[config.mk]
export PLATFORM = sky130hd
export DESIGN_NAME = mem_req_ctrl
export DESIGN_NICKNAME = d
export VERILOG_FILES = /design/src/rtl/mem_req_ctrl.sv
export SDC_FILE = /design/constraint.sdc
export NUM_CORES = 2
export LEC_CHECK = 0
export CORE_UTILIZATION = 40
export CTS_CLUSTER_SIZE = 12
export DETAILED_ROUTE_END_ITERATION = 10
export SETUP_SLACK_MARGIN = 0.02
export SYNTH_ARGS = -nofsm -noshare
export SYNTH_HDL_FRONTEND = slang
export SYNTH_SLANG_ARGS = --single-unit
[constraint.sdc]
create_clock -name clk -period 3.5 [get_ports clk]
set_input_delay 0.525 -clock clk [delete_from_list [all_inputs] [get_ports clk]]
set_output_delay 0.525 -clock clk [all_outputs]
set_load 0.02 [all_outputs]
[src/rtl/mem_req_ctrl.sv]
// Clocked memory request controller: valid/ready request and response channels,
// byte-enabled writes, fixed read latency, range checking and saturating counters.

module mem_req_ctrl_lane #(
  parameter int DEPTH = 256,
  parameter int IDX_W = 8
) (
  input  logic             clk,
  input  logic             we,
  input  logic [IDX_W-1:0] widx,
  input  logic [7:0]       wdata,
  input  logic [IDX_W-1:0] ridx,
  output logic [7:0]       rdata
);
  // Storage is deliberately not reset so contents survive a controller reset.
  logic [7:0] mem_q [DEPTH];

  always_ff @(posedge clk) begin
    if (we) mem_q[widx] <= wdata;
  end

  assign rdata = mem_q[ridx];
endmodule

module mem_req_ctrl #(
  parameter int DATA_W = 8,
  parameter int ADDR_W = 8,
  parameter int DEPTH  = 256,
  parameter int RD_LAT = 1,
  parameter int CNT_W  = 16
) (
  input  logic                clk,
  input  logic                rst,
  input  logic                req_valid,
  output logic                req_ready,
  input  logic                req_write,
  input  logic [ADDR_W-1:0]   req_addr,
  input  logic [DATA_W-1:0]   req_wdata,
  input  logic [DATA_W/8-1:0] req_be,
  output logic                rsp_valid,
  input  logic                rsp_ready,
  output logic [DATA_W-1:0]   rsp_rdata,
  output logic                rsp_err,
  output logic [CNT_W-1:0]    wr_cnt,
  output logic [CNT_W-1:0]    rd_cnt,
  output logic [CNT_W-1:0]    err_cnt
);
  localparam int NB    = DATA_W / 8;
  localparam int IDX_W = (DEPTH > 1) ? $clog2(DEPTH) : 1;
  localparam logic [ADDR_W:0] DEPTH_C  = (ADDR_W+1)'(DEPTH);
  localparam logic [1:0]      LAT_INIT = 2'(RD_LAT - 1);

  generate
    if (RD_LAT < 1 || RD_LAT > 4) begin : g_bad_lat
      $fatal(1, "mem_req_ctrl: RD_LAT must be 1..4");
    end
    if (DATA_W % 8 != 0) begin : g_bad_dw
      $fatal(1, "mem_req_ctrl: DATA_W must be a multiple of 8");
    end
    if (DEPTH < 1 || DEPTH > (2 ** ADDR_W)) begin : g_bad_depth
      $fatal(1, "mem_req_ctrl: DEPTH must be 1..2**ADDR_W");
    end
  endgenerate

  typedef enum logic [1:0] {IDLE, RD_WAIT, RESP} state_e;

  state_e              state_q, state_d;
  logic [1:0]          lat_q, lat_d;
  logic [ADDR_W-1:0]   addr_q, addr_d;
  logic [DATA_W-1:0]   rdata_q, rdata_d;
  logic                err_q, err_d;
  logic [CNT_W-1:0]    wr_q, wr_d, rd_q, rd_d, ec_q, ec_d;
  logic [NB-1:0]       lane_we;
  logic [IDX_W-1:0]    rd_idx;
  logic [DATA_W-1:0]   mem_rdata;
  logic                in_range;

  function automatic logic [CNT_W-1:0] sat_inc(input logic [CNT_W-1:0] c);
    return (&c) ? c : c + CNT_W'(1);
  endfunction

  assign in_range = ({1'b0, req_addr} < DEPTH_C);
  // Single-cycle reads look up the live request address; delayed reads use the latched one.
  assign rd_idx   = (state_q == IDLE) ? req_addr[IDX_W-1:0] : addr_q[IDX_W-1:0];

  genvar gi;
  generate
    for (gi = 0; gi < NB; gi++) begin : g_lane
      mem_req_ctrl_lane #(.DEPTH(DEPTH), .IDX_W(IDX_W)) u_lane (
        .clk   (clk),
        .we    (lane_we[gi]),
        .widx  (req_addr[IDX_W-1:0]),
        .wdata (req_wdata[8*gi +: 8]),
        .ridx  (rd_idx),
        .rdata (mem_rdata[8*gi +: 8])
      );
    end
  endgenerate

  always_comb begin
    state_d   = state_q;
    lat_d     = lat_q;
    addr_d    = addr_q;
    rdata_d   = rdata_q;
    err_d     = err_q;
    wr_d      = wr_q;
    rd_d      = rd_q;
    ec_d      = ec_q;
    lane_we   = '0;
    req_ready = 1'b0;
    case (state_q)
      IDLE: begin
        req_ready = 1'b1;
        if (req_valid) begin
          addr_d  = req_addr;
          state_d = RESP;
          rdata_d = '0;
          err_d   = 1'b0;
          if (!in_range) begin
            err_d = 1'b1;
            ec_d  = sat_inc(ec_q);
          end else if (req_write) begin
            lane_we = req_be;
            wr_d    = sat_inc(wr_q);
          end else begin
            rd_d = sat_inc(rd_q);
            if (RD_LAT == 1) begin
              rdata_d = mem_rdata;
            end else begin
              state_d = RD_WAIT;
              lat_d   = LAT_INIT;
            end
          end
        end
      end
      RD_WAIT: begin
        if (lat_q == 2'd1) begin
          rdata_d = mem_rdata;
          state_d = RESP;
        end else begin
          lat_d = lat_q - 2'd1;
        end
      end
      RESP: begin
        if (rsp_ready) begin
          state_d = IDLE;
          rdata_d = '0;
          err_d   = 1'b0;
        end
      end
      default: state_d = IDLE;
    endcase
  end

  always_ff @(posedge clk or negedge rst) begin
    if (!rst) begin
      state_q <= IDLE;
      lat_q   <= '0;
      addr_q  <= '0;
      rdata_q <= '0;
      err_q   <= 1'b0;
      wr_q    <= '0;
      rd_q    <= '0;
      ec_q    <= '0;
    end else begin
      state_q <= state_d;
      lat_q   <= lat_d;
      addr_q  <= addr_d;
      rdata_q <= rdata_d;
      err_q   <= err_d;
      wr_q    <= wr_d;
      rd_q    <= rd_d;
      ec_q    <= ec_d;
    end
  end

  assign rsp_valid = (state_q == RESP);
  assign rsp_rdata = rdata_q;
  assign rsp_err   = err_q;
  assign wr_cnt    = wr_q;
  assign rd_cnt    = rd_q;
  assign err_cnt   = ec_q;
endmodule

# Word-level counts from Yosys, hierarchy flattened
# Memories as Yosys holds them, arrays and structs flattened.
# Cells that the tools add are included.
dict set report op_classes {
  add_sub_neg 3
  n_eq_ne 6
  muxes 19
  bitwise 4
  reduce_logical 12
}
# op n
set ops {}
lappend ops {{$mux W8} 5}
lappend ops {{$add A16 B1 Y16 const B} 2}
lappend ops {{$reduce_and A16 Y1} 2}
lappend ops {{$pmux W8 S3} 1}
lappend ops {{$reduce_and A4 Y1} 3}
lappend ops {{$mux W1} 8}
lappend ops {{$mux W2} 3}
lappend ops {{$pmux W2 S3} 1}
lappend ops {{$reduce_and A3 Y1} 2}
lappend ops {{$eq A2 B1 Y1 const B} 2}
lappend ops {{$ne A2 B2 Y1 const B} 2}
lappend ops {{$not A1 Y1} 4}
lappend ops {{$reduce_and A2 Y1} 2}
lappend ops {{$reduce_bool A3 Y1} 1}
lappend ops {{$eq A2 B2 Y1 const B} 1}
lappend ops {{$logic_not A2 Y1} 1}
lappend ops {{$ne A2 B1 Y1 const B} 1}
lappend ops {{$pmux W1 S2} 1}
lappend ops {{$reduce_bool A2 Y1} 1}
lappend ops {{$sub A2 B1 Y2 const B} 1}
dict set report word_totals {
  ff_bits 53
  ramBits 2048
  in_bits 22
  out_inout_bits 59
  word_cells 52
  n_memories 1
}
# name words width read_ports rd_clocked_by_memory_dff write_ports line
set memory_table {}
lappend memory_table {{g_lane[0].u_lane.mem_q} 256 8 1 0 1 16} ;# logic [7:0] mem_q [DEPTH];

# Longest topological paths before layout
# An unclocked memory read counts as a cell.
dict set report logic_depth {
  ltp_word 6
  ltp_mapped 15
  depth_no_buf 9
}

# Hierarchy
# Synthesis repeated with hierarchy kept, for this count alone.
dict set report unflattened {
  cells_unflattened 3945
  area_unflattened_um2 81904.8
}
# module instances cells_each area_each_um2
set modules_own_cells {}
lappend modules_own_cells {mem_req_ctrl_lane 1 3725 79396.1}
lappend modules_own_cells {mem_req_ctrl 1 220 2508.7}

# Worst setup path after synthesis
# No wires, ideal clock.
dict set report synth_path {
  path_type {register to register}
  start {reg state_q[1]}
  end {mem g_lane[0].u_lane.mem_q[222][0] (enable)}
  setup_ns 0.370
  t_arrival_ns 2.509
  setup_slack_ns 0.621
  path_stages_with_launch 10
  path_buffers 4
  cell_sequence {dfrtp_1 > buf_6 > buf_4 > buf_2 > nor2b_1 > nand3_1 > nor3b_1 > nand3_1 > clkbuf_1 > nor2_1}
}
dict set report synth_between {
  elab_chain_cells 4
}
# element line
set synth_lines {}
lappend synth_lines {{start, declared} 67} ;# state_e state_q, state_d;
lappend synth_lines {{start signal, assigned} 166} ;# state_q <= state_d;
lappend synth_lines {{$logic_not A2 Y1} n/a}
lappend synth_lines {{$mux W1} 111} ;# case (state_q)
lappend synth_lines {{$mux W1} 19} ;# if (we) mem_q[widx] <= wdata;
lappend synth_lines {{$mux W1 (not written as such)} 19}
lappend synth_lines {{end, declared} 16}
# No other way between the ends.

# Worst setup path in the final report
dict set report layout_path {
  start {reg state_q[1]}
  end {reg rdata_q[6], in the netlist rsp_rdata[6]}
}
dict set report layout_between {
  elab_chain_cells 6
  elab_cells_between_ends 14
  cone_classes {eq/ne: 5; mux: 5; reduce/logical: 3; memory: 1}
}
# element line
set layout_lines {}
lappend layout_lines {{$logic_not A2 Y1} n/a}
lappend layout_lines {{$mux W8} 84} ;# assign rd_idx = (state_q == IDLE) ? req_addr[IDX_W-1:0] : addr_q[IDX_W-1:0];
lappend layout_lines {{$mem_v2 Z256 W8} n/a}
lappend layout_lines {{$mux W8} 122} ;# end else if (req_write) begin
lappend layout_lines {{$mux W8} 114} ;# if (req_valid) begin
lappend layout_lines {{$pmux W8 S3} 111}
lappend layout_lines {{end signal, assigned} 169} ;# rdata_q <= rdata_d;
lappend layout_lines {{end, declared} 70} ;# logic [DATA_W-1:0] rdata_q, rdata_d;
# Parallel ways exist; a longest one is shown, timed or not. The select of a mux whose other input is x is not followed.
# A chain may end at the register's enable or synchronous reset.

==> results.txt <==
The ratio of cells with drive above 1 in the final layout works out to 0.172. Wire segments on met2 add up to 123 mm in the final route. Setup repair after global routing left no endpoint under its margin. For the maximum buffer depth of the clock tree, the log shows 3.

The mux contribution to synthesized area was 0.0191. For this block, the initial DRC count from the detailed router was 7291. In this design, the stage delay of the slowest critical-path cell is 0.45 ns.

By count the netlist is led by sky130_fd_sc_hd__edfxtp_1 (2048), sky130_fd_sc_hd__nand2_1 (1871), sky130_fd_sc_hd__nand3_1 (786). Timing analysis after detailed placement gives a worst setup slack of -1.25 ns. The die covers 0.212 mm^2. The share of Yosys cell area claimed by the top area cell type is 0.730. Count of flip-flops with a built-in enable after synthesis: 2048. The via-per-instance ratio is 5.64. The placement row count is 168. Leaving out filler cells and counting taps, the final layout contains 10200. TritonCTS built the clock tree.

The worst min-delay path category is in -> reg. The final worst hold slack is 0.136 ns. Kind of launch point of the worst setup path: a flip-flop. The share of flip-flops with an asynchronous set or reset was 0.0229; the maximum clock rate was 0.293 GHz.

The root buffer cell chosen for the clock tree is sky130_fd_sc_hd__clkbuf_16. The final critical path time including I/O delays and setup is 3.41 ns. The highest layer touched by signal routing is met5.

The total buffers and inverters traversed by the critical path came out at 4. The fraction of the mapped netlist area in simple logic gates came out at 0.155. The critical path arrival is 4.16 ns, and the number of port buffers is 63.

The starting utilization of the core area was 0.402; the share of the yosys chip area belonging to registers was 0.744. In this run the count of I/O pins placed on the die edge is 81. In the synthesized netlist the dominant register cell turns out to be sky130_fd_sc_hd__edfxtp_1. Power spread over the standard cell area amounts to 616 mW/mm^2.

By area the synthesized netlist is led by sky130_fd_sc_hd__edfxtp_1 (73%), sky130_fd_sc_hd__nand2_1 (8.3%), sky130_fd_sc_hd__nand3_1 (4.7%). The critical path is of the reg -> reg type. The library cell contributing the largest single delay on the critical path was sky130_fd_sc_hd__dfrtp_2.

The tree built by TritonCTS fans out to 2096 sinks. With fillers left out, the area of the finished cells amounts to 0.102 mm^2. Once placement completed, the tool counted placed cells totaling 9846. The via count of the first global-routing pass was 55200; the number of nets in the layout was 7304.

Maximum fanout count along the critical path: 28. The period utilization works out to 0.974. At the pin with the least slew margin, the transition time is 1.06 ns. The placeable core region is 0.209 mm^2, and the XOR/XNOR share of the synthesized area is 0.00312. In this run the static leakage power is 35.7 nW. The post-synthesis share of cell area spent on full adders, half adders and majority gates is 0.000297.

Relative to the synthesized area, the layout overhead comes to 20.6%. The overall routing resource usage is 0.244. In the routed design, unresolved DRC markers number 0. Setup slack closes at 0.0926 ns.

The logs give 0.0626 W for the total power after layout and 168 mm for the detailed-placement wirelength estimate. The post-detailed-route wirelength per cell is 25.8 um. The total congestion overflow after global routing came out at 0. Dominant cell type by count on the critical path: sky130_fd_sc_hd__buf_12.

Summing all multi-input logic gate instances after layout gives 0.0200 mm^2. Setup violations remaining at the end of the flow were counted as 0. The number of synthesis warnings is 0.

After detailed routing, the met3 layer carries 25.2 mm of wire. Traced cell by cell, the critical path runs through buf_4, mux2i_4, buf_12, buf_12, buf_16, nand3_1, a21oi_2, o22ai_1, nand4_1, and4_1, a31oi_2, a2111o_1. In this run the vertical extent of the chip is 461 um.

Cell with the most instances after synthesis: sky130_fd_sc_hd__edfxtp_1. The dominant combinational cell family by area after synthesis is simple AND/OR/NAND/NOR gates. The run finished with clean final reports. In the final layout, flip-flops and latches occupy 0.0627 mm^2. sky130_fd_sc_hd__edfxtp_1 takes more of the synthesized area than any other cell. Synthesis inferred 2096 register bits.

The data required time at the worst endpoint is 4.26 ns, and the via total after detailed routing is 57700. The layout has 18100 filler cells. In the final routing, the length of wire on met1 measures 107 mm. Floorplan die width: 461 um. The mapped cell area came out at 0.0843 mm^2.

The max-slew violation count was 0; the first-pass GRT wire length was 381 mm. The instance area at placement came out at 0.0947 mm^2. A synthesized cell averages 13.0 um^2. Post-synthesis cell type count: 66.

Entering global routing, the biggest net connects 103 pins. The clock latency at the later pin of the worst-skew pair came out at 0.88 ns. In this design, the largest share of critical-path delay is due to compound AO/OA/AOI/OAI gates.

The relative slew slack came out at 0.292. The final layout contains routed wiring with a total length of 264 mm. The number of failing hold endpoints at the final stage was 0; the total CTS buffers was 213. The tools report the clock skew after layout as 0.0642 ns. STA classifies the critical path endpoint as a flip-flop. The compound-cell area share of the yosys netlist is 0.0536, and the detailed-routing iteration count for the pre-antenna-repair pass is 5. The number of H-tree levels is 4.

The worst ir drop on vdd is 0.502 mV, and the number of antenna violations at the first check in global routing is 8. The count of nets left with antenna violations once routing finished came out at 0. In the synthesized netlist, the number of instances is 6494. Across the run, the number of max-cap violations was 0.

For the weighted congestion at the end of routability-driven global placement, the log shows 0.922. After clock tree synthesis, the clock-pin slew on the worst setup and hold paths is 0.06 ns.
-- metrics by stage --
step | TNS, ns | utilization
finish | 0 | 0.485
global route | 0 | 0.485
CTS | 0 | 0.483
detailed placement | -6.04 | 0.452
global placement | -6.02 | 0.452
floorplan | 0 | -
-- logic make-up (layout without fill, tap and decap cells) --
| kind of cell | Yosys count | count (layout) |
|---|---|---|
| and+or+nand+nor | 3103 | 3103 |
| adders and majority gates | 2 | 2 |
| xor gates and xnor gates | 30 | 30 |
| AOI/OAI and AO/OA | 673 | 673 |
| DFF | 2096 | 2096 |
| other | 1 | 25 |
| buffers and inverters | 447 | 1366 |
| muxes | 142 | 144 |
-- path summary, 6_finish.rpt --
path	startpoint	endpoint	slack, ns	cells past startpoint
worst max-delay path	state_q[1]	rsp_rdata[6]	0.09	12
worst min-delay path	req_wdata[2]	g_lane[0].u_lane.mem_q[169][2]	0.14	1
worst max register to register	state_q[1]	rsp_rdata[6]	0.09	12
worst min register to register	wr_cnt[10]	wr_cnt[10]	0.49	1
max in group asynchronous	rst	state_q[1]	2.33	3
min in group asynchronous	rst	rd_cnt[4]	0.22	2
-- repair_timing --
action	CTS	global route
endpoints found under the hold margin	26	0
pin swaps	0	4
buffers inserted	1	17
endpoints found under the setup margin	8	8
resized for setup	21	46
gates cloned	1	4
hold buffers	1	0
-- cell type report --
class,instances,area share
well taps,2805,0.0345
repair buffers,992,0.0890
clock inverters,89,0.00750
inverters,8,0.000296
multi-input cells,3969,0.196
diodes,8,0.000197
flip-flops and latches,2096,0.617
clock buffers,277,0.0550
-- report_power, final --
part | total (W) | leakage, nW | internal (W) | switching (W)
registers | 0.0278 | 19.0 | 0.0276 | 0.000186
logic | 0.0136 | 13.6 | 0.00492 | 0.00865
clock network | 0.0212 | 3.06 | 0.0116 | 0.00960
-- per-layer routing --
metal / up-vias / GRT usage
met5: - / 0
met4: 4 / 0.0844
met3: 478 / 0.0433
met2: 2963 / 0.386
met1: 28900 / 0.339
li1: 25400 / -
-- cell usage in the layout, fill, tap and decap left out, types with 12 or more instances in the layout --
master,count
sky130_fd_sc_hd__o21ai_0,44
sky130_fd_sc_hd__nand2_2,12
sky130_fd_sc_hd__a211oi_1,20
sky130_fd_sc_hd__a21oi_1,218
sky130_fd_sc_hd__nand2_1,1859
sky130_fd_sc_hd__clkinv_1,50
sky130_fd_sc_hd__mux2i_1,119
sky130_fd_sc_hd__a311oi_1,44
sky130_fd_sc_hd__clkbuf_1,63
sky130_fd_sc_hd__o22ai_1,46
sky130_fd_sc_hd__a32oi_1,13
sky130_fd_sc_hd__a31oi_1,91
sky130_fd_sc_hd__nor2_1,285
sky130_fd_sc_hd__nand3_1,778
sky130_fd_sc_hd__dfrtp_1,45
sky130_fd_sc_hd__conb_1,17
sky130_fd_sc_hd__buf_12,97
sky130_fd_sc_hd__edfxtp_1,2048
sky130_fd_sc_hd__clkbuf_16,216
sky130_fd_sc_hd__mux4_2,13
sky130_fd_sc_hd__xnor2_1,20
sky130_fd_sc_hd__and3_1,86
sky130_fd_sc_hd__a32o_1,51
sky130_fd_sc_hd__nor4_1,13
sky130_fd_sc_hd__nand4_1,20
sky130_fd_sc_hd__clkdlybuf4s50_1,54
sky130_fd_sc_hd__buf_4,816
sky130_fd_sc_hd__clkinv_2,16
sky130_fd_sc_hd__a221oi_1,27
-- sequential cells by signal (all words and copies together), names as in the netlist --
signal,cells
addr_q,7
g_lane.u_lane.mem_q,2048
rd_cnt,16
rsp_rdata,8
state_q,1
wr_cnt,16
(Power assumes the default switching activity.)
